### src/rtl/count_ctrl_fsm_if.sv
// rtl/count_ctrl_fsm_if.sv - button/counter control bundle for count_ctrl_fsm
//
// Purpose: groups the button inputs, target compare inputs, counter feedback
//          and counter control outputs of count_ctrl_fsm into one bundle.
// Signals:
//   btn_run, btn_pause, btn_dir, btn_load  level buttons sampled at clk_1Hz
//   target_en, target[CNT_W]               target compare enable and value
//   count[CNT_W]                           counter value fed back
//   start, stop, updown, load              counter controls
//   done                                   target reached flag
//   state[3]                               FSM state code for debug LEDs
// Modports:
//   master : button/counter side (drives buttons, target, count)
//   slave  : the sequencer (drives counter controls, done, state)

interface count_ctrl_fsm_if #(
   parameter int CNT_W = 7
);
   logic             btn_run;
   logic             btn_pause;
   logic             btn_dir;
   logic             btn_load;
   logic             target_en;
   logic [CNT_W-1:0] target;
   logic [CNT_W-1:0] count;
   logic             start;
   logic             stop;
   logic             updown;
   logic             load;
   logic             done;
   logic [2:0]       state;

   modport master (
      output btn_run, btn_pause, btn_dir, btn_load,
      output target_en, target, count,
      input  start, stop, updown, load, done, state
   );

   modport slave (
      input  btn_run, btn_pause, btn_dir, btn_load,
      input  target_en, target, count,
      output start, stop, updown, load, done, state
   );
endinterface

### src/rtl/count_ctrl_fsm.sv
// rtl/count_ctrl_fsm.sv - button-driven control sequencer for the 0..99 counter
//
// Purpose: turns held push-buttons (one action per press) into start/stop/
//          load/updown controls for an up/down counter, halts the counter
//          exactly on a programmable target and flags done.
// Parameters:
//   CNT_W        width of count/target
//   CNT_MAX      highest legal count; a target above it disables the compare
//   AUTO_REVERSE 1: on target hit, flip direction and resume after one DONE cycle
// Ports:
//   clk_1Hz  counter tick clock
//   reset    asynchronous, active-high
//   bus      count_ctrl_fsm_if slave: buttons, target, count in;
//            start/stop/updown/load/done/state out

module count_ctrl_fsm #(
   parameter int CNT_W        = 7,
   parameter int CNT_MAX      = 99,
   parameter bit AUTO_REVERSE = 1'b0
) (
   input  logic                 clk_1Hz,
   input  logic                 reset,
   count_ctrl_fsm_if.slave      bus
);

   typedef enum logic [2:0] {
      ST_IDLE  = 3'd0,
      ST_RUN   = 3'd1,
      ST_PAUSE = 3'd2,
      ST_LOAD  = 3'd3,
      ST_DONE  = 3'd4
   } state_t;

   localparam logic [CNT_W-1:0] CNT_MAX_V = CNT_W'(CNT_MAX);

   state_t state_q, state_d;

   logic btn_run_q, btn_pause_q, btn_dir_q, btn_load_q;
   logic dir_q, dir_d;
   logic first_run_q, first_run_d;
   logic start_q, start_d;
   logic stop_q, stop_d;
   logic load_q, load_d;
   logic done_q, done_d;

   logic run_edge, pause_edge, dir_edge, load_edge;
   logic match;

   assign run_edge   = bus.btn_run   & ~btn_run_q;
   assign pause_edge = bus.btn_pause & ~btn_pause_q;
   assign dir_edge   = bus.btn_dir   & ~btn_dir_q;
   assign load_edge  = bus.btn_load  & ~btn_load_q;

   // Compare is combinational on count so stop can assert in the same cycle
   // the counter lands on target. first_run_q masks it for one cycle so a
   // restart from DONE can step off the target value.
   assign match = (state_q == ST_RUN) & bus.target_en & (bus.target <= CNT_MAX_V)
                & (bus.count == bus.target) & ~first_run_q;

   always_comb begin
      state_d = state_q;
      dir_d   = dir_q;

      case (state_q)
         ST_IDLE: begin
            if (load_edge)     state_d = ST_LOAD;
            else if (run_edge) state_d = ST_RUN;
            if (dir_edge)      dir_d   = ~dir_q;
         end
         ST_RUN: begin
            if (load_edge)       state_d = ST_LOAD;
            else if (pause_edge) state_d = ST_PAUSE;
            else if (match)      state_d = ST_DONE;
         end
         ST_PAUSE: begin
            if (load_edge)     state_d = ST_LOAD;
            else if (run_edge) state_d = ST_RUN;
            if (dir_edge)      dir_d   = ~dir_q;
         end
         ST_LOAD: begin
            // The counter takes the preset during this single cycle.
            state_d = ST_PAUSE;
         end
         ST_DONE: begin
            if (AUTO_REVERSE) begin
               state_d = ST_RUN;
               // A dir press coinciding with the auto flip cancels it.
               dir_d   = ~(dir_q ^ dir_edge);
            end else begin
               if (load_edge)     state_d = ST_LOAD;
               else if (run_edge) state_d = ST_RUN;
               if (dir_edge)      dir_d   = ~dir_q;
            end
         end
         default: state_d = ST_IDLE;
      endcase
   end

   assign first_run_d = (state_d == ST_RUN) && (state_q != ST_RUN);

   // Outputs are decoded from the next state and registered with it, so the
   // registered copies always reflect the current state register.
   always_comb begin
      start_d = 1'b0;
      stop_d  = 1'b1;
      load_d  = 1'b0;
      done_d  = 1'b0;
      case (state_d)
         ST_IDLE:  begin start_d = 1'b0; stop_d = 1'b1; load_d = 1'b0; done_d = 1'b0; end
         ST_RUN:   begin start_d = 1'b1; stop_d = 1'b0; load_d = 1'b0; done_d = 1'b0; end
         ST_PAUSE: begin start_d = 1'b1; stop_d = 1'b1; load_d = 1'b0; done_d = 1'b0; end
         ST_LOAD:  begin start_d = 1'b1; stop_d = 1'b0; load_d = 1'b1; done_d = 1'b0; end
         ST_DONE:  begin start_d = 1'b0; stop_d = 1'b1; load_d = 1'b0; done_d = 1'b1; end
         default:  begin start_d = 1'b0; stop_d = 1'b1; load_d = 1'b0; done_d = 1'b0; end
      endcase
   end

   always_ff @(posedge clk_1Hz or posedge reset) begin
      if (reset) begin
         state_q     <= ST_IDLE;
         btn_run_q   <= 1'b0;
         btn_pause_q <= 1'b0;
         btn_dir_q   <= 1'b0;
         btn_load_q  <= 1'b0;
         dir_q       <= 1'b0;
         first_run_q <= 1'b0;
         start_q     <= 1'b0;
         stop_q      <= 1'b1;
         load_q      <= 1'b0;
         done_q      <= 1'b0;
      end else begin
         state_q     <= state_d;
         btn_run_q   <= bus.btn_run;
         btn_pause_q <= bus.btn_pause;
         btn_dir_q   <= bus.btn_dir;
         btn_load_q  <= bus.btn_load;
         dir_q       <= dir_d;
         first_run_q <= first_run_d;
         start_q     <= start_d;
         stop_q      <= stop_d;
         load_q      <= load_d;
         done_q      <= done_d;
      end
   end

   assign bus.start  = start_q;
   // Halts the counter on the very cycle it reaches target.
   assign bus.stop   = stop_q | match;
   assign bus.load   = load_q;
   assign bus.done   = done_q;
   assign bus.updown = dir_q;
   assign bus.state  = state_q;

endmodule
### src/flat_wrapper.sv
// flat-port wrapper written by rule: the top's interface ports become plain ports
module count_ctrl_fsm_flat 
#(
   parameter int CNT_W        = 7,
   parameter int CNT_MAX      = 99,
   parameter bit AUTO_REVERSE = 1'b0
)
  (clk_1Hz, reset, bus_btn_run, bus_btn_pause, bus_btn_dir, bus_btn_load, bus_target_en, bus_target, bus_count, bus_start, bus_stop, bus_updown, bus_load, bus_done, bus_state);
  count_ctrl_fsm_if #(.CNT_W(CNT_W)) bus_i ();
  input  logic clk_1Hz;
  input  logic reset;
  input wire logic [$bits(bus_i.btn_run)-1:0] bus_btn_run;
  input wire logic [$bits(bus_i.btn_pause)-1:0] bus_btn_pause;
  input wire logic [$bits(bus_i.btn_dir)-1:0] bus_btn_dir;
  input wire logic [$bits(bus_i.btn_load)-1:0] bus_btn_load;
  input wire logic [$bits(bus_i.target_en)-1:0] bus_target_en;
  input wire logic [$bits(bus_i.target)-1:0] bus_target;
  input wire logic [$bits(bus_i.count)-1:0] bus_count;
  output wire logic [$bits(bus_i.start)-1:0] bus_start;
  output wire logic [$bits(bus_i.stop)-1:0] bus_stop;
  output wire logic [$bits(bus_i.updown)-1:0] bus_updown;
  output wire logic [$bits(bus_i.load)-1:0] bus_load;
  output wire logic [$bits(bus_i.done)-1:0] bus_done;
  output wire logic [$bits(bus_i.state)-1:0] bus_state;
  assign bus_i.btn_run = bus_btn_run;
  assign bus_i.btn_pause = bus_btn_pause;
  assign bus_i.btn_dir = bus_btn_dir;
  assign bus_i.btn_load = bus_btn_load;
  assign bus_i.target_en = bus_target_en;
  assign bus_i.target = bus_target;
  assign bus_i.count = bus_count;
  assign bus_start = bus_i.start;
  assign bus_stop = bus_i.stop;
  assign bus_updown = bus_i.updown;
  assign bus_load = bus_i.load;
  assign bus_done = bus_i.done;
  assign bus_state = bus_i.state;
  count_ctrl_fsm #(.CNT_W(CNT_W), .CNT_MAX(CNT_MAX), .AUTO_REVERSE(AUTO_REVERSE)) u_core (.clk_1Hz(clk_1Hz), .reset(reset), .bus(bus_i));
endmodule
### config.mk
export PLATFORM = sky130hd
export DESIGN_NAME = count_ctrl_fsm_flat
export DESIGN_NICKNAME = d
export VERILOG_FILES = /design/src/rtl/count_ctrl_fsm_if.sv /design/src/rtl/count_ctrl_fsm.sv /design/src/flat_wrapper.sv
export SDC_FILE = /design/constraint.sdc
export NUM_CORES = 1
export LEC_CHECK = 0
export CAP_MARGIN = 5
export CORE_ASPECT_RATIO = 1.1
export CORE_UTILIZATION = 39
export CTS_CLUSTER_DIAMETER = 30
export DETAILED_ROUTE_END_ITERATION = 6
export PLACE_DENSITY_LB_ADDON = 0.2
export SYNTH_ARGS = -nofsm -noshare
export SYNTH_HDL_FRONTEND = slang
export SYNTH_SLANG_ARGS = --single-unit
### constraint.sdc
create_clock -name clk_1Hz -period 1.77 [get_ports clk_1Hz]
set_input_delay 0.2655 -clock clk_1Hz [delete_from_list [all_inputs] [get_ports clk_1Hz]]
set_output_delay 0.2655 -clock clk_1Hz [all_outputs]
set_load 0.03 [all_outputs]
==> metrics.yaml <==
global_route:
  grt_usage: 0.187
  grt_pass1_vias: 563
  antenna_found_initial: 0
  grt_max_degree: 14
  grt_pass1_wl_um: 2260
  grt_overflow: 0
logic_synthesis:
  syn_area_sq_um: 643
  synth_cell_type_count: 24
  synth_warnings: 0
  synthesis.nets: 82
  synth_seq_cells: 13
  postSynthCellCount: 61
  syn_avg_cell_area_sq_um: 10.5
  ys_seq_area_frac: 0.508
route:
  via_per_inst: 4.95
  postRouteAntennaNets: 0
  dr.pass1.iters: 4
  drt_wl_total_um: 1440
  drt_iter0_drc: 10
  routedWlPerCell_um: 12.3
  vias: 579
  drc: 0
finish:
  layout.nets: 122
  syn_to_final_growth_pct: 64.8
  final_core_util: 0.680
  antenna_cells: 0
  fill_cells: 129
  layout-drive-gt1-share: 0.250
power:
  power_w: 0.00113
  ir_worst_vdd_mv: 0.715
  pwr_density_cell_mw_per_mm2: 1070
  leakagePower_nw: 0.462
hold_path:
  hp-class: "in -> async"
clocking:
  numCtsBuffers: 3
  clock_latency_ps: 270
  clockBufferDepth: 2
  cts_num_sinks: 13
  cts_tree: "built"
  h-tree-depth: 1
  cts_root_buf: "clkbuf_4"
  clkTransAtPathRegs_ps: 80
setup_path:
  worstPathArrival_ps: 1480
  slowest_stage: "clkdlybuf4s50_1"
  reg2reg_slack_ps: 250
  reg2reg_from: "u_core.bus.state[2]$_DFF_PP0_"
  cp-endpoint: "bus_stop"
  r2r_cells: 5
  startpoint: "bus_target[0]"
  start_kind: "input port"
  critical_path.max_stage_delay_ps: 420
  path_class: "in -> out"
  crit_fanout: 2
  cp-end-kind: "output pin"
  crit_required_ps: 1500
  rr_endpoint: "u_core.bus.start$_DFF_PP0_"
  crit_chain: "clkdlybuf4s50_1, xnor2_1, nand3_2, nor3_2, or2_4, buf_6"
placed_design:
  dp_slack_ps: -200
  hpwl_um: 1150
  io_buffers: 28
  gp_congestion: 0.891
outcome:
  status: "finished, final reports clean"
floorplanning:
  coreArea_sq_mm: 0.00156
  io_pins: 29
  dieArea_sq_mm: 0.00182
  fp.dieH_um: 44.6
  fp.dieW_um: 40.7
  row_count: 15
  floorplan.initialDensity: 0.413
flow_run:
  drv_cap: 0
sta:
  relSlewSlack: 0.678
  fin_setup_tns_ps: 0
  slew_violations: 0
  finalCritPeriodShare: 0.989
  rsz0062_at_grt: "true"
  skew_ps: 4.15
  setup_viol: 0
  hold_viol: 0
  tightest_slew_ps: 483
  fmax_mhz: 571
  period_needed_ps: 1750
  setup_ws_ps: 19.5
==> repair_timing <==
action                                  CTS  global route
hold buffers                              0             0
resized for setup                        18             3
buffers inserted                          0             0
endpoints found under the setup margin    1             3
pin swaps                                 8             1
==> cell type report <==
type / count / area, sq um / area share
well taps: 17 / 21.3 / 0.0201
inverters: 4 / 15.0 / 0.0142
flip-flops and latches: 13 / 329 / 0.311
repair buffers: 35 / 322 / 0.303
clock buffers: 4 / 26.3 / 0.0248
multi-input cells: 44 / 347 / 0.327
==> worst max-delay path, delay by kind of cell <==
kind / cells / cell delay (ps)
AND/OR/NAND/NOR: 3 / 480
XOR/XNOR: 1 / 200
buffers and inverters: 2 / 540
==> Yosys cell counts <==
cell type  instances  area [sq um]
nor4_4             1          21.3
o311ai_1           1          8.76
dfstp_2            1          26.3
nor2b_1            2          12.5
nor3_1             3          15.0
o21a_1             1          7.51
o22a_1             1          8.76
a21bo_2            2          20.0
nand2b_1           2          12.5
o21bai_1           1          7.51
and3_1             1          6.26
dfrtp_1           12           300
nand4_1            3          18.8
nor2_1             4          15.0
xnor2_1            8          70.1
o21ai_0            2          10.0
nand2_1            3          11.3
a31oi_1            2          12.5
nand3_1            3          15.0
o211ai_1           1          7.51
and3b_1            1          8.76
or2_2              1          6.26
or2_1              1          6.26
inv_1              4          15.0
==> how the worst min path moves through the flow <==
stage | endpoint | slack, ps | start | cells past startpoint
floorplan | u_core.btn_dir_q$_DFF_PP0_ | 140 | reset | 1
global placement | u_core.bus.updown$_DFFE_PP0P_ | 460 | u_core.bus.updown$_DFFE_PP0P_ | 1
detailed placement | u_core.bus.updown$_DFFE_PP0P_ | 470 | u_core.bus.updown$_DFFE_PP0P_ | 1
CTS | u_core.bus.updown$_DFFE_PP0P_ | 320 | reset | 2
global route | u_core.bus.updown$_DFFE_PP0P_ | 370 | reset | 2
finish | u_core.bus.updown$_DFFE_PP0P_ | 300 | reset | 2
==> power breakdown <==
part	switching [W]	leakage (nW)	internal (W)	total [W]
clock network	0.0000917	0.0150	0.0000872	0.000179
logic	0.000284	0.294	0.000257	0.000541
registers	0.0000375	0.153	0.000375	0.000412
==> state kept, by name, summed over array words and instances (netlist names) <==
register            count
u_core.bus.start        1
u_core.bus.updown       1
u_core.btn_run_q        1
u_core.btn_pause_q      1
u_core.bus.load         1
u_core.bus.done         1
u_core.btn_load_q       1
u_core.bus.state        3
u_core.stop_q           1
u_core.first_run_q      1
u_core.btn_dir_q        1
==> per-stage QoR <==
step	cells	area (sq um)	hold slack, ps
finish	117	1060	303
global route	117	1060	371
CTS	117	1050	319
detailed placement	113	995	465
global placement	113	995	458
floorplan	61	643	142
==> logic make-up (layout without fill, tap and decap cells) <==
logic type,after synthesis,after routing,synth area share
buffers and inverters,4,43,0.0233
and+or+nand+nor,25,25,0.232
DFF,13,13,0.508
xor gates and xnor gates,8,8,0.109
AOI/OAI and AO/OA,11,11,0.128
==> per-layer routing <==
layer / routed length, um / GRT usage / share of wire
met1: 614 / 0.222 / 0.43
met2: 743 / 0.311 / 0.52
met3: 75 / 0.0603 / 0.052
met4: 3 / 0.0600 / 0.0021
met5: 0 / 0 / 0
==> placed cells by master (no fill, tap or decap), types with 3 or more instances in the layout <==
cell             netlist  layout
clkdlybuf4s50_1        0      17
dlygate4sd2_1          0      10
dfrtp_1               12      10
buf_4                  0       7
xnor2_1                8       5
inv_1                  4       4
nor2_1                 4       4
nand4_1                3       3
xnor2_2                0       3
nand2_1                3       3
clkbuf_4               0       3
(Power assumes the default switching activity.)
